[src/rtl/frame_buffer_arbiter_pkg.sv]
// ---------------------------------------------------------------------------
// fb_pkg
//   Shared constants and types for the frame buffer arbiter:
//   - default frame geometry (IMG_WIDTH x IMG_HEIGHT), FB_DEPTH and FB_LAST
//   - frame buffer address/data widths and write FIFO depth
//   - grant encoding used by the arbiter each cycle
//   - fb_depth(): pixel count for a given geometry
// ---------------------------------------------------------------------------
package fb_pkg;

  localparam int IMG_WIDTH   = 320;
  localparam int IMG_HEIGHT  = 240;
  localparam int FB_DEPTH    = IMG_WIDTH * IMG_HEIGHT;
  localparam int FB_LAST     = FB_DEPTH - 1;
  localparam int ADDR_W      = 17;
  localparam int DATA_W      = 8;
  localparam int WFIFO_DEPTH = 16;

  // Which requester owns the BRAM port in a given cycle.
  typedef enum logic [1:0] {
    GNT_IDLE  = 2'd0,
    GNT_READ  = 2'd1,
    GNT_WRITE = 2'd2
  } gnt_e;

  function automatic int fb_depth(input int width, input int height);
    return width * height;
  endfunction

endpackage

[src/rtl/frame_buffer_arbiter_if.sv]
// ---------------------------------------------------------------------------
// frame_buffer_arbiter_if
//   Bundles every non-clock/reset signal of the arbiter.
//   Write stream : wr_valid, wr_data, wr_sof in; wr_ready out
//   Read stream  : rd_req, rd_sof in; rd_data, rd_valid out
//   BRAM port    : mem_en, mem_we, mem_addr, mem_wdata out; mem_rdata in
//   Status       : frame_done (pulse), overflow (sticky)
//   slave  = arbiter side, master = environment (Sobel / VGA / BRAM) side.
// ---------------------------------------------------------------------------
interface frame_buffer_arbiter_if #(
  parameter int ADDR_W = fb_pkg::ADDR_W,
  parameter int DATA_W = fb_pkg::DATA_W
);

  logic              wr_valid;
  logic [DATA_W-1:0] wr_data;
  logic              wr_sof;
  logic              wr_ready;

  logic              rd_req;
  logic              rd_sof;
  logic [DATA_W-1:0] rd_data;
  logic              rd_valid;

  logic              mem_en;
  logic              mem_we;
  logic [ADDR_W-1:0] mem_addr;
  logic [DATA_W-1:0] mem_wdata;
  logic [DATA_W-1:0] mem_rdata;

  logic              frame_done;
  logic              overflow;

  modport slave (
    input  wr_valid, wr_data, wr_sof, rd_req, rd_sof, mem_rdata,
    output wr_ready, rd_data, rd_valid, mem_en, mem_we, mem_addr, mem_wdata,
           frame_done, overflow
  );

  modport master (
    output wr_valid, wr_data, wr_sof, rd_req, rd_sof, mem_rdata,
    input  wr_ready, rd_data, rd_valid, mem_en, mem_we, mem_addr, mem_wdata,
           frame_done, overflow
  );

endinterface

[src/rtl/frame_buffer_arbiter_wr_fifo.sv]
// ---------------------------------------------------------------------------
// fb_wr_fifo
//   Synchronous show-ahead FIFO holding pending frame buffer writes.
//   clk, rst : clock, asynchronous active-high reset
//   push_i   : write din_i (ignored while full)
//   din_i    : entry to store
//   pop_i    : discard head entry (ignored while empty)
//   dout_o   : current head entry, valid whenever empty_o is low
//   full_o, empty_o, count_o : occupancy status
// ---------------------------------------------------------------------------
module fb_wr_fifo #(
  parameter int WIDTH = 9,
  parameter int DEPTH = 16
) (
  input  logic                     clk,
  input  logic                     rst,
  input  logic                     push_i,
  input  logic [WIDTH-1:0]         din_i,
  input  logic                     pop_i,
  output logic [WIDTH-1:0]         dout_o,
  output logic                     full_o,
  output logic                     empty_o,
  output logic [$clog2(DEPTH):0]   count_o
);

  localparam int PTR_W = $clog2(DEPTH);
  localparam int CNT_W = PTR_W + 1;

  // Pointers wrap naturally only for a power-of-two depth.
  if ((1 << PTR_W) != DEPTH) begin : g_depth_chk
    $error("fb_wr_fifo: DEPTH=%0d must be a power of 2", DEPTH);
  end

  logic [WIDTH-1:0] mem_q [DEPTH];
  logic [PTR_W-1:0] wr_ptr_q, wr_ptr_d;
  logic [PTR_W-1:0] rd_ptr_q, rd_ptr_d;
  logic [CNT_W-1:0] count_q,  count_d;
  logic             do_push, do_pop;

  assign full_o  = (count_q == CNT_W'(DEPTH));
  assign empty_o = (count_q == '0);
  assign count_o = count_q;
  assign dout_o  = mem_q[rd_ptr_q];

  assign do_push = push_i & ~full_o;
  assign do_pop  = pop_i  & ~empty_o;

  always_comb begin
    // NOTE: every _d signal gets a default before any branch, so no path
    // leaves it unassigned and no latch is inferred.
    wr_ptr_d = wr_ptr_q;
    rd_ptr_d = rd_ptr_q;
    count_d  = count_q;
    if (do_push) wr_ptr_d = wr_ptr_q + 1'b1;
    if (do_pop)  rd_ptr_d = rd_ptr_q + 1'b1;
    case ({do_push, do_pop})
      2'b10:   count_d = count_q + 1'b1;
      2'b01:   count_d = count_q - 1'b1;
      default: count_d = count_q;
    endcase
  end

  // NOTE: the storage array has no reset; count and pointers alone decide
  // which entries are valid, and an unreset array can map onto RAM cells.
  always_ff @(posedge clk) begin
    if (do_push) mem_q[wr_ptr_q] <= din_i;
  end

  // NOTE: clocked blocks use <= so every flop samples pre-edge values;
  // blocking = is kept to always_comb.
  always_ff @(posedge clk or posedge rst) begin
    if (rst) begin
      wr_ptr_q <= '0;
      rd_ptr_q <= '0;
      count_q  <= '0;
    end else begin
      wr_ptr_q <= wr_ptr_d;
      rd_ptr_q <= rd_ptr_d;
      count_q  <= count_d;
    end
  end

endmodule

[src/rtl/frame_buffer_arbiter.sv]
// ---------------------------------------------------------------------------
// frame_buffer_arbiter
//   Shares one single-port, registered-output frame buffer BRAM between the
//   Sobel writer (cannot stall, buffered in a FIFO) and the VGA reader (one
//   pixel per clock, absolute priority). Writes drain in read gaps.
//   clk, rst : pixel clock, asynchronous active-high reset
//   bus      : frame_buffer_arbiter_if.slave
//     wr_valid/wr_data/wr_sof -> FIFO push; wr_ready = FIFO not full
//     rd_req/rd_sof           -> BRAM read; rd_data/rd_valid two clocks later
//     mem_*                   -> registered BRAM port
//     frame_done              -> pulse with the write of the last pixel
//     overflow                -> sticky, a pixel was dropped on a full FIFO
// ---------------------------------------------------------------------------
module frame_buffer_arbiter #(
  parameter int IMG_WIDTH   = fb_pkg::IMG_WIDTH,
  parameter int IMG_HEIGHT  = fb_pkg::IMG_HEIGHT,
  parameter int ADDR_W      = fb_pkg::ADDR_W,
  parameter int DATA_W      = fb_pkg::DATA_W,
  parameter int WFIFO_DEPTH = fb_pkg::WFIFO_DEPTH
) (
  input  logic                 clk,
  input  logic                 rst,
  frame_buffer_arbiter_if.slave bus
);

  import fb_pkg::*;

  localparam int DEPTH = fb_depth(IMG_WIDTH, IMG_HEIGHT);
  localparam int CNT_W = $clog2(WFIFO_DEPTH) + 1;

  if ($clog2(DEPTH) > ADDR_W) begin : g_addr_w_chk
    $error("frame_buffer_arbiter: ADDR_W=%0d cannot address %0d pixels", ADDR_W, DEPTH);
  end

  // Safe after the width check above: the last address always fits.
  localparam logic [ADDR_W-1:0] LAST_ADDR = ADDR_W'(DEPTH - 1);

  typedef struct packed {
    logic              sof;
    logic [DATA_W-1:0] pix;
  } wr_entry_t;

  function automatic logic [ADDR_W-1:0] addr_next(input logic [ADDR_W-1:0] a);
    return (a == LAST_ADDR) ? '0 : a + 1'b1;
  endfunction

  // Write FIFO
  wr_entry_t        push_entry, pop_entry;
  logic             fifo_full, fifo_empty;
  logic [CNT_W-1:0] fifo_count;
  logic             push, pop;

  assign push_entry = '{sof: bus.wr_sof, pix: bus.wr_data};
  assign push       = bus.wr_valid & ~fifo_full;

  fb_wr_fifo #(
    .WIDTH ($bits(wr_entry_t)),
    .DEPTH (WFIFO_DEPTH)
  ) u_wr_fifo (
    .clk     (clk),
    .rst     (rst),
    .push_i  (push),
    .din_i   (push_entry),
    .pop_i   (pop),
    .dout_o  (pop_entry),
    .full_o  (fifo_full),
    .empty_o (fifo_empty),
    .count_o (fifo_count)
  );

  // Held low while rst is asserted so every output reads 0 during reset;
  // otherwise purely the occupancy count.
  assign bus.wr_ready = ~rst & (fifo_count != CNT_W'(WFIFO_DEPTH));

  // Registered state
  logic              mem_en_q,     mem_en_d;
  logic              mem_we_q,     mem_we_d;
  logic [ADDR_W-1:0] mem_addr_q,   mem_addr_d;
  logic [DATA_W-1:0] mem_wdata_q,  mem_wdata_d;
  logic [ADDR_W-1:0] rd_addr_q,    rd_addr_d;
  logic [ADDR_W-1:0] wr_addr_q,    wr_addr_d;
  logic              sof_pend_q,   sof_pend_d;
  logic [1:0]        rd_pipe_q,    rd_pipe_d;
  logic              rd_valid_q,   rd_valid_d;
  logic [DATA_W-1:0] rd_data_q,    rd_data_d;
  logic              frame_done_q, frame_done_d;
  logic              overflow_q,   overflow_d;

  // Grant: reads always win, writes take any cycle the reader leaves free.
  gnt_e gnt;

  always_comb begin
    gnt = GNT_IDLE;
    if (bus.rd_req)       gnt = GNT_READ;
    else if (!fifo_empty) gnt = GNT_WRITE;
  end

  assign pop = (gnt == GNT_WRITE);

  // Address used by this cycle's access, if granted. A start-of-frame
  // (live or pending) forces address 0.
  logic [ADDR_W-1:0] rd_cur, wr_cur;

  assign rd_cur = (bus.rd_sof | sof_pend_q) ? '0 : rd_addr_q;
  assign wr_cur = pop_entry.sof             ? '0 : wr_addr_q;

  always_comb begin
    mem_en_d     = (gnt != GNT_IDLE);
    mem_we_d     = (gnt == GNT_WRITE);
    mem_addr_d   = mem_addr_q;
    mem_wdata_d  = mem_wdata_q;
    rd_addr_d    = rd_addr_q;
    wr_addr_d    = wr_addr_q;
    sof_pend_d   = sof_pend_q;
    frame_done_d = 1'b0;

    case (gnt)
      GNT_READ: begin
        mem_addr_d = rd_cur;
        rd_addr_d  = addr_next(rd_cur);
        sof_pend_d = 1'b0;
      end
      GNT_WRITE: begin
        mem_addr_d   = wr_cur;
        mem_wdata_d  = pop_entry.pix;
        wr_addr_d    = addr_next(wr_cur);
        frame_done_d = (wr_cur == LAST_ADDR);
      end
      default: ;
    endcase

    // rd_sof without a read is remembered for the next read.
    if (gnt != GNT_READ && bus.rd_sof) sof_pend_d = 1'b1;

    // Stage 0 marks a read on mem_*, stage 1 the cycle mem_rdata is valid,
    // after which it is captured onto rd_data.
    rd_pipe_d  = {rd_pipe_q[0], (gnt == GNT_READ)};
    rd_valid_d = rd_pipe_q[1];
    rd_data_d  = rd_pipe_q[1] ? bus.mem_rdata : rd_data_q;

    // A push attempt against a full FIFO is lost even if a pop frees a slot
    // in the same cycle.
    overflow_d = overflow_q | (bus.wr_valid & fifo_full);
  end

  always_ff @(posedge clk or posedge rst) begin
    if (rst) begin
      mem_en_q     <= 1'b0;
      mem_we_q     <= 1'b0;
      mem_addr_q   <= '0;
      mem_wdata_q  <= '0;
      rd_addr_q    <= '0;
      wr_addr_q    <= '0;
      sof_pend_q   <= 1'b0;
      rd_pipe_q    <= '0;
      rd_valid_q   <= 1'b0;
      rd_data_q    <= '0;
      frame_done_q <= 1'b0;
      overflow_q   <= 1'b0;
    end else begin
      mem_en_q     <= mem_en_d;
      mem_we_q     <= mem_we_d;
      mem_addr_q   <= mem_addr_d;
      mem_wdata_q  <= mem_wdata_d;
      rd_addr_q    <= rd_addr_d;
      wr_addr_q    <= wr_addr_d;
      sof_pend_q   <= sof_pend_d;
      rd_pipe_q    <= rd_pipe_d;
      rd_valid_q   <= rd_valid_d;
      rd_data_q    <= rd_data_d;
      frame_done_q <= frame_done_d;
      overflow_q   <= overflow_d;
    end
  end

  assign bus.mem_en     = mem_en_q;
  assign bus.mem_we     = mem_we_q;
  assign bus.mem_addr   = mem_addr_q;
  assign bus.mem_wdata  = mem_wdata_q;
  assign bus.rd_valid   = rd_valid_q;
  assign bus.rd_data    = rd_data_q;
  assign bus.frame_done = frame_done_q;
  assign bus.overflow   = overflow_q;

endmodule

[src/flat_wrapper.sv]
// flat-port wrapper written by rule: the top's interface ports become plain ports
module frame_buffer_arbiter_flat import fb_pkg::*;
#(
  parameter int IMG_WIDTH   = fb_pkg::IMG_WIDTH,
  parameter int IMG_HEIGHT  = fb_pkg::IMG_HEIGHT,
  parameter int ADDR_W      = fb_pkg::ADDR_W,
  parameter int DATA_W      = fb_pkg::DATA_W,
  parameter int WFIFO_DEPTH = fb_pkg::WFIFO_DEPTH
)
  (clk, rst, bus_wr_valid, bus_wr_data, bus_wr_sof, bus_rd_req, bus_rd_sof, bus_mem_rdata, bus_wr_ready, bus_rd_data, bus_rd_valid, bus_mem_en, bus_mem_we, bus_mem_addr, bus_mem_wdata, bus_frame_done, bus_overflow);
  frame_buffer_arbiter_if #(.ADDR_W(ADDR_W), .DATA_W(DATA_W)) bus_i ();
  input  logic clk;
  input  logic rst;
  input wire logic [$bits(bus_i.wr_valid)-1:0] bus_wr_valid;
  input wire logic [$bits(bus_i.wr_data)-1:0] bus_wr_data;
  input wire logic [$bits(bus_i.wr_sof)-1:0] bus_wr_sof;
  input wire logic [$bits(bus_i.rd_req)-1:0] bus_rd_req;
  input wire logic [$bits(bus_i.rd_sof)-1:0] bus_rd_sof;
  input wire logic [$bits(bus_i.mem_rdata)-1:0] bus_mem_rdata;
  output wire logic [$bits(bus_i.wr_ready)-1:0] bus_wr_ready;
  output wire logic [$bits(bus_i.rd_data)-1:0] bus_rd_data;
  output wire logic [$bits(bus_i.rd_valid)-1:0] bus_rd_valid;
  output wire logic [$bits(bus_i.mem_en)-1:0] bus_mem_en;
  output wire logic [$bits(bus_i.mem_we)-1:0] bus_mem_we;
  output wire logic [$bits(bus_i.mem_addr)-1:0] bus_mem_addr;
  output wire logic [$bits(bus_i.mem_wdata)-1:0] bus_mem_wdata;
  output wire logic [$bits(bus_i.frame_done)-1:0] bus_frame_done;
  output wire logic [$bits(bus_i.overflow)-1:0] bus_overflow;
  assign bus_i.wr_valid = bus_wr_valid;
  assign bus_i.wr_data = bus_wr_data;
  assign bus_i.wr_sof = bus_wr_sof;
  assign bus_i.rd_req = bus_rd_req;
  assign bus_i.rd_sof = bus_rd_sof;
  assign bus_i.mem_rdata = bus_mem_rdata;
  assign bus_wr_ready = bus_i.wr_ready;
  assign bus_rd_data = bus_i.rd_data;
  assign bus_rd_valid = bus_i.rd_valid;
  assign bus_mem_en = bus_i.mem_en;
  assign bus_mem_we = bus_i.mem_we;
  assign bus_mem_addr = bus_i.mem_addr;
  assign bus_mem_wdata = bus_i.mem_wdata;
  assign bus_frame_done = bus_i.frame_done;
  assign bus_overflow = bus_i.overflow;
  frame_buffer_arbiter #(.IMG_WIDTH(IMG_WIDTH), .IMG_HEIGHT(IMG_HEIGHT), .ADDR_W(ADDR_W), .DATA_W(DATA_W), .WFIFO_DEPTH(WFIFO_DEPTH)) u_core (.clk(clk), .rst(rst), .bus(bus_i));
endmodule
[config.mk]
export PLATFORM = sky130hd
export DESIGN_NAME = frame_buffer_arbiter_flat
export DESIGN_NICKNAME = d
export VERILOG_FILES = /design/src/rtl/frame_buffer_arbiter_pkg.sv /design/src/rtl/frame_buffer_arbiter_if.sv /design/src/rtl/frame_buffer_arbiter_wr_fifo.sv /design/src/rtl/frame_buffer_arbiter.sv /design/src/flat_wrapper.sv
export SDC_FILE = /design/constraint.sdc
export NUM_CORES = 1
export LEC_CHECK = 0
export CORE_MARGIN = 4
export CORE_UTILIZATION = 45
export DETAILED_ROUTE_END_ITERATION = 8
export GPL_ROUTABILITY_DRIVEN = 0
export PLACE_DENSITY_LB_ADDON = 0.05
export RECOVER_POWER = 100
export SLEW_MARGIN = 20
export SYNTH_ARGS = -nofsm -noshare
export SYNTH_HDL_FRONTEND = slang
export SYNTH_HIERARCHICAL = 1
export SYNTH_SLANG_ARGS = --single-unit
[constraint.sdc]
create_clock -name clk -period 4.7 [get_ports clk]
set_clock_uncertainty 0.05 [all_clocks]
set_input_delay 0.94 -clock clk [delete_from_list [all_inputs] [get_ports clk]]
set_output_delay 0.94 -clock clk [all_outputs]
set_load 0.01 [all_outputs]
### After elaboration in Yosys (flattened, before gate mapping)

Memories as Yosys holds them, arrays and structs flattened.
Index checks and enable logic that the tools add are counted.

* flip-flop bits (word level): 88
* latch bits: 0
* RAM bits: 144
* ROM bits: 0
* output and inout port bits: 39
* memories kept: 1

* add/subtract/negate cells: 6
* multiply operators: 0
* divide/modulo/power cells: 0
* order comparisons: 0
* eq/ne operators: 9
* shift-type cells: 0
* muxes and demuxes: 13
* bitwise operators: 10
* reductions and logical operators: 6

Memory list
* u_core.u_wr_fifo.mem_q: words 16, bits a word 9, rd ports 1, clocked after Yosys merged registers in 0, wr ports 1, RTL line frame_buffer_arbiter_wr_fifo.sv:34 `logic [WIDTH-1:0] mem_q [DEPTH];`

Operators by type and width (count)
* $mux W17: 4
* $add A17 B1 Y17 const B: 2
* $eq A17 B17 Y1 const B: 2
* $pmux W17 S2: 1
* $pmux W5 S2: 1
* $add A4 B1 Y4 const B: 2
* $reduce_bool A2 Y1: 4
* $add A5 B1 Y5 const B: 1
* $and A1 B1 Y1: 5
* $eq A5 B5 Y1 const B: 1
* $logic_not A5 Y1: 1
* $mux W1: 5
* $ne A5 B5 Y1 const B: 1
* $sub A5 B1 Y5 const B: 1
* $eq A2 B1 Y1 const B: 2
* $eq A2 B2 Y1 const B: 2
* $mux W2: 2
* $not A1 Y1: 3
* $ne A2 B1 Y1 const B: 1
* $or A1 B1 Y1: 2
* $logic_and A1 B1 Y1: 1

### Logic depth before layout (Yosys ltp)

* depth after elaboration: 7
* depth in mapped cells: 16
* depth with buffers taken out: 14

### Hierarchy

The synthesis kept the hierarchy.

Modules (own cells, without submodules)
* fb_wr_fifo: times used 1, cells an instance 362, area each 6389.9 sq um, sequential area each 4649.5 sq um
* frame_buffer_arbiter: times used 1, cells an instance 393, area each 3696.0 sq um, sequential area each 1876.8 sq um

### Least setup slack after synthesis

OpenSTA, ideal clock, no wires.

* kind: input port to flip-flop
* from: input port bus_rd_req
* to: register u_core.u_wr_fifo.count_q[4], in the netlist u_core/u_wr_fifo/count_o[4]
* library setup time: 0.123 ns
* data arrival time: 3.379 ns
* required time: 4.527 ns
* path slack: 1.147 ns
* stages on the path: 14
* path through: or2_2 clkbuf_1 inv_1 buf_2 nor2b_1 buf_2 ha_1 inv_1 fa_1 nor2b_1 o21ai_0 nand3_1 or3b_1 xnor2_1

* word-level cells in the longest chain between the ends: 5
* elaborated cells between the ends (all ways): 7
* those cells by class: 3 x eq/ne; 2 x mux; 1 x bitwise; 1 x reduce/logical

Ends and longest elaborated chain
* start: declaration: RTL line flat_wrapper.sv:17 `input wire logic [$bits(bus_i.rd_req)-1:0] bus_rd_req;`
* $mux W2 (*): RTL line frame_buffer_arbiter.sv:94 `if (bus.rd_req) gnt = GNT_READ;`
* $eq A2 B2 Y1 (*)
* via u_core.mem_we_d: RTL line frame_buffer_arbiter.sv:77 `logic mem_we_q, mem_we_d;`
* $and A1 B1 Y1 (*): RTL line frame_buffer_arbiter_wr_fifo.sv:46 `assign do_pop = pop_i & ~empty_o;`
* via u_core.u_wr_fifo.do_pop: RTL line frame_buffer_arbiter_wr_fifo.sv:38 `logic do_push, do_pop;`
* $eq A2 B1 Y1 or $eq A2 B2 Y1 (tied branches): RTL line frame_buffer_arbiter_wr_fifo.sv:56 `case ({do_push, do_pop})`
* $pmux W5 S2 or $reduce_bool A2 Y1 (tied branches)
* end signal: assignment: RTL line frame_buffer_arbiter_wr_fifo.sv:79 `count_q <= count_d;`
* end: declaration: RTL line frame_buffer_arbiter_wr_fifo.sv:37 `logic [CNT_W-1:0] count_q, count_d;`

The timed path passes the listed nets; every way through them passes the cells marked *.
A chain may end at the register's enable or synchronous reset.

### Worst setup path after layout

* from: input port bus_rd_req
* to: register u_core.rd_addr_q[3]

* word-level cells in the longest chain between the ends: 2

Ends and longest elaborated chain
* $mux W2: RTL line frame_buffer_arbiter.sv:94
* $eq A2 B1 Y1: RTL line frame_buffer_arbiter.sv:117 `case (gnt)`
* end signal: assignment: RTL line frame_buffer_arbiter.sv:165 `rd_addr_q <= rd_addr_d;`
* end: declaration: RTL line frame_buffer_arbiter.sv:80 `logic [ADDR_W-1:0] rd_addr_q, rd_addr_d;`

Every way passes these cells.

==> metrics list <==
* Yosys warning count: 6
- On the critical path the largest part of the delay comes from buffers and inverters.
- FFs w/ async S/R, synth: 0.379
* Setup crit end kind: flop
- Share of the cycle needed by the critical path after routing: 0.814
- Port-buffer cells: 60
- Failing checks: max-capacitance violations, max-slew violations
- Once detail routing completed, the nets flagged for antenna violations numbered 0.
* Max Fclk: between 200 and 300 MHz
- Avg Cell Area, Syn: between 10 and 15 um^2
- Of the synthesized area, sequential elements account for 0.647.
- The worst hold path belongs to the class flop to flop.
- The tool flagged a number of max-cap violations equal to 2.
* First-pass GRT wire length: around 36,000 um
- For this run, the total global-route usage over all layers was measured as 0.182.
- At the pin with the least slew margin, the transition time is around 2000 ps.
* Run status: complete, but fails checks
- The initial antenna violation count was 0.
- Die Footprint: 24,900 um^2
* Largest stage delay, worst path: between 1000 and 1500 ps
- Clock-pin slew of the registers on the worst-case setup and hold paths: ~60 ps
* Sinks on the clock net: between 200 and 250
- Cells along the critical path: dlygate4sd3_1, clkbuf_1, inv_1, o21ai_0, o31ai_1
* Post-synth EDFFs: between 100 and 150
- Setup TNS: 0 ps
- Number of ports placed on the die boundary: 61
* NumNets Final: ~850
- In this run, synthesis produced a sequential element count of roughly 230.
- Hold repair after CTS inserted 0 buffers.
- For this block, the initial DRC count from the detailed router was approximately 270.
- Sum of met2 wire segment lengths after detailed routing: ~11,000 um
* Cell count after placement: 1,070
* Worst Path Max Fanout: 48
* CTS tree: built
- Summing every instance area after synthesis gives 10,100 um^2.
- The tree is rooted in a sky130_fd_sc_hd__clkbuf_16.
- Number of buffers added for setup after CTS: 0
* Standard-cell row count: 54
- STA classifies the critical path startpoint as a primary input.
* Pwr per Cell Area: between 500 and 600 nW/um^2
- For this block, the routed nets add up to ~22,000 um of wire.
* Routed vias: approximately 6.4k
- For the worst setup path, the data arrival time is between 4000 and 5000 ps.
* Gate count after technology mapping: roughly 760
- Counting I/O delays and the setup requirement, the final critical path takes around 3800 ps.
* Clock Path Buffers: 3
* Initial cell density of the core: 0.459
* Worst slew margin relative to its limit: -0.376
* Worst Path Class, Setup: primary input to flop
- The die is ~160 um tall.
- The layout has 1,829 filler cells.
- Dividing the detail-routed wire length by the instance count gives about 20 um.
- Setup repair after global routing left no endpoint under its margin.
- The library cell used most frequently in the layout, excluding fill and tap cells, is sky130_fd_sc_hd__edfxtp_1.
- Die span in x: roughly 160 um
* Inserted Clock Buffers: 25
* Setup-failing EPs final: 0
- For this run, the number of standard cells in the final layout without fillers is 1,115.
- For this run the aggregate overflow at the end of global routing stands at 0.
- Syn Nets: between 700 and 800
- DRC violations left: 0
- Clock insertion delay at the later pin of the skew report: about 530 ps
- The top cell types in the final layout, fill and taps aside, are sky130_fd_sc_hd__edfxtp_1, sky130_fd_sc_hd__dfrtp_1, sky130_fd_sc_hd__nand2_1, sky130_fd_sc_hd__dlygate4sd3_1, sky130_fd_sc_hd__o21ai_0.
* Leakage component of the power: around 4.4 nW
* Most common flop cell mapped by yosys: sky130_fd_sc_hd__edfxtp_1
- The region available for standard cell placement spans 22,000 um^2.
- Entering global routing, the biggest net connects about 50 pins.
- Using the TritonRoute via totals, the vias-per-cell ratio works out to 5.72.
- Hold Fails Final Rpt: 0
- The max-slew violation count was 95.
- Detailed routing placed a total of about 870 um of wire on met3.
- Of the cells placed in the final design, the portion with a size suffix greater than 1 is 0.115.
- Once detailed placement completed, the half-perimeter wirelength came to about 15,000 um.
* Number of distinct library cells after synthesis: 67
- Data on the critical path is required at its endpoint by 5040 ps.
* Top metal layer carrying routed signals: met4
- The via count of the first global-routing pass is about 6.3k.
* H-Tree Depth: 1
* Antenna diode instance count: 0
* Slowest cell on the critical path: sky130_fd_sc_hd__clkbuf_1
* Met1 WL: 9490 um
- Buffering stage count on the worst path with inverters included: 3
- Layout overhead on the synthesized area: 16.2%
- CTS-repair resized insts: 0
- Worst-case vdd ir drop: ~360 uV
- The pre-antenna-repair detailed-routing pass consisted of 5 iterations.
-- cells in the mapped netlist, drive strengths merged (5+ instances only) --
cell type / count / area (um^2)
and2: 7 / 46.3
dfrtp: 88 / 2200
o31ai: 10 / 75.1
nand4: 7 / 58.8
xnor2: 7 / 61.3
buf: 21 / 133
inv: 16 / 60.1
mux2: 18 / 203
nand2b: 5 / 31.3
mux2i: 32 / 320
nor3b: 9 / 67.6
nor3: 10 / 55.1
nor2: 25 / 93.8
edfxtp: 144 / 4320
clkbuf: 22 / 82.6
a221oi: 10 / 106
a31oi: 6 / 37.5
nand3: 35 / 175
and3: 6 / 37.5
mux4: 18 / 405
o21ai: 55 / 275
ha: 11 / 138
nor2b: 9 / 56.3
a21oi: 34 / 170
nand2: 85 / 322
nor4: 7 / 65.1
a22oi: 9 / 67.6
-- where the power goes --
group / internal (mW) / leakage [nW] / switching (mW)
clock: 1.14 / 0.404 / 0.775
combinational: 0.773 / 1.56 / 1.09
sequential: 2.46 / 2.43 / 0.218
-- final timing paths --
| path | depth (start not counted) | to | startpoint | slack, ps |
|---|---|---|---|---|
| max in group asynchronous | 3 | u_core/wr_addr_q[1] | rst | 2010 |
| worst min register to register | 0 | u_core/rd_pipe_q[1] | u_core/rd_pipe_q[0] | 300 |
| worst min-delay path | 0 | u_core/rd_pipe_q[1] | u_core/rd_pipe_q[0] | 300 |
| worst max register to register | 13 | u_core/wr_addr_q[16] | u_core/u_wr_fifo/rd_ptr_q[0] | 920 |
| worst max-delay path | 5 | u_core/rd_addr_q[3] | bus_rd_req | 880 |
| min in group asynchronous | 2 | u_core/u_wr_fifo/count_o[2] | rst | 900 |
-- logic make-up (layout without fill, tap and decap cells) --
family / count (synthesis) / count (layout) / share of synthesized area
buffers and inverters: 59 / 139 / 0.0273
XOR/XNOR: 10 / 10 / 0.00868
adder cells (fa/ha/maj): 12 / 12 / 0.0156
AND/OR/NAND/NOR: 222 / 222 / 0.114
AO/OA/AOI/OAI: 152 / 152 / 0.0953
flip-flops: 232 / 232 / 0.647
multiplexers: 68 / 68 / 0.0920
-- state kept, by name, summed over array words and instances, names as in the netlist --
name / flops
u_core/u_wr_fifo/mem_q: 144
u_core/bus.mem_addr: 17
u_core/rd_addr_q: 17
u_core/wr_addr_q: 17
u_core/bus.mem_wdata: 8
u_core/bus.rd_data: 8
u_core/u_wr_fifo/count_o: 5
u_core/u_wr_fifo/rd_ptr_q: 4
u_core/u_wr_fifo/wr_ptr_q: 4
u_core/rd_pipe_q: 2
u_core/bus.frame_done: 1
u_core/bus.mem_en: 1
u_core/bus.mem_we: 1
u_core/bus.overflow: 1
u_core/bus.rd_valid: 1
u_core/sof_pend_q: 1
-- metrics by stage --
| step | total power [mW] | area (um^2) | hold slack, ps | worst slack, ps | utilization |
|---|---|---|---|---|---|
| after global routing | 6.85 | 11700 | 317 | 493 | 0.534 |
| after global placement | 4.61 | 11000 | 288 | 709 | 0.499 |
| after floorplan | 4.02 | 10100 | 281 | 1150 | - |
| after CTS | 6.60 | 11800 | 304 | 1060 | 0.536 |
| after detailed placement | 4.66 | 11000 | 291 | 538 | 0.499 |
| final | 6.46 | 11700 | 301 | 876 | 0.534 |
-- layer usage --
metal  up-vias  track usage
met1      3237        0.237
met3        29       0.0276
li1       2981            -
met5         -            0
met4         0       0.0430
met2       127        0.324
-- final cells by class --
| type | instances | area [um^2] | share of cell area |
|---|---|---|---|
| well taps | 280 | 350 | 0.0299 |
| clock inverters | 11 | 120 | 0.0103 |
| flip-flops and latches | 232 | 6530 | 0.557 |
| clock buffers | 34 | 689 | 0.0588 |
| multi-input cells | 464 | 3250 | 0.278 |
| inverters | 16 | 61.3 | 0.00523 |
| repair buffers | 78 | 713 | 0.0609 |
Note: power is estimated with default switching activity, not from simulation.
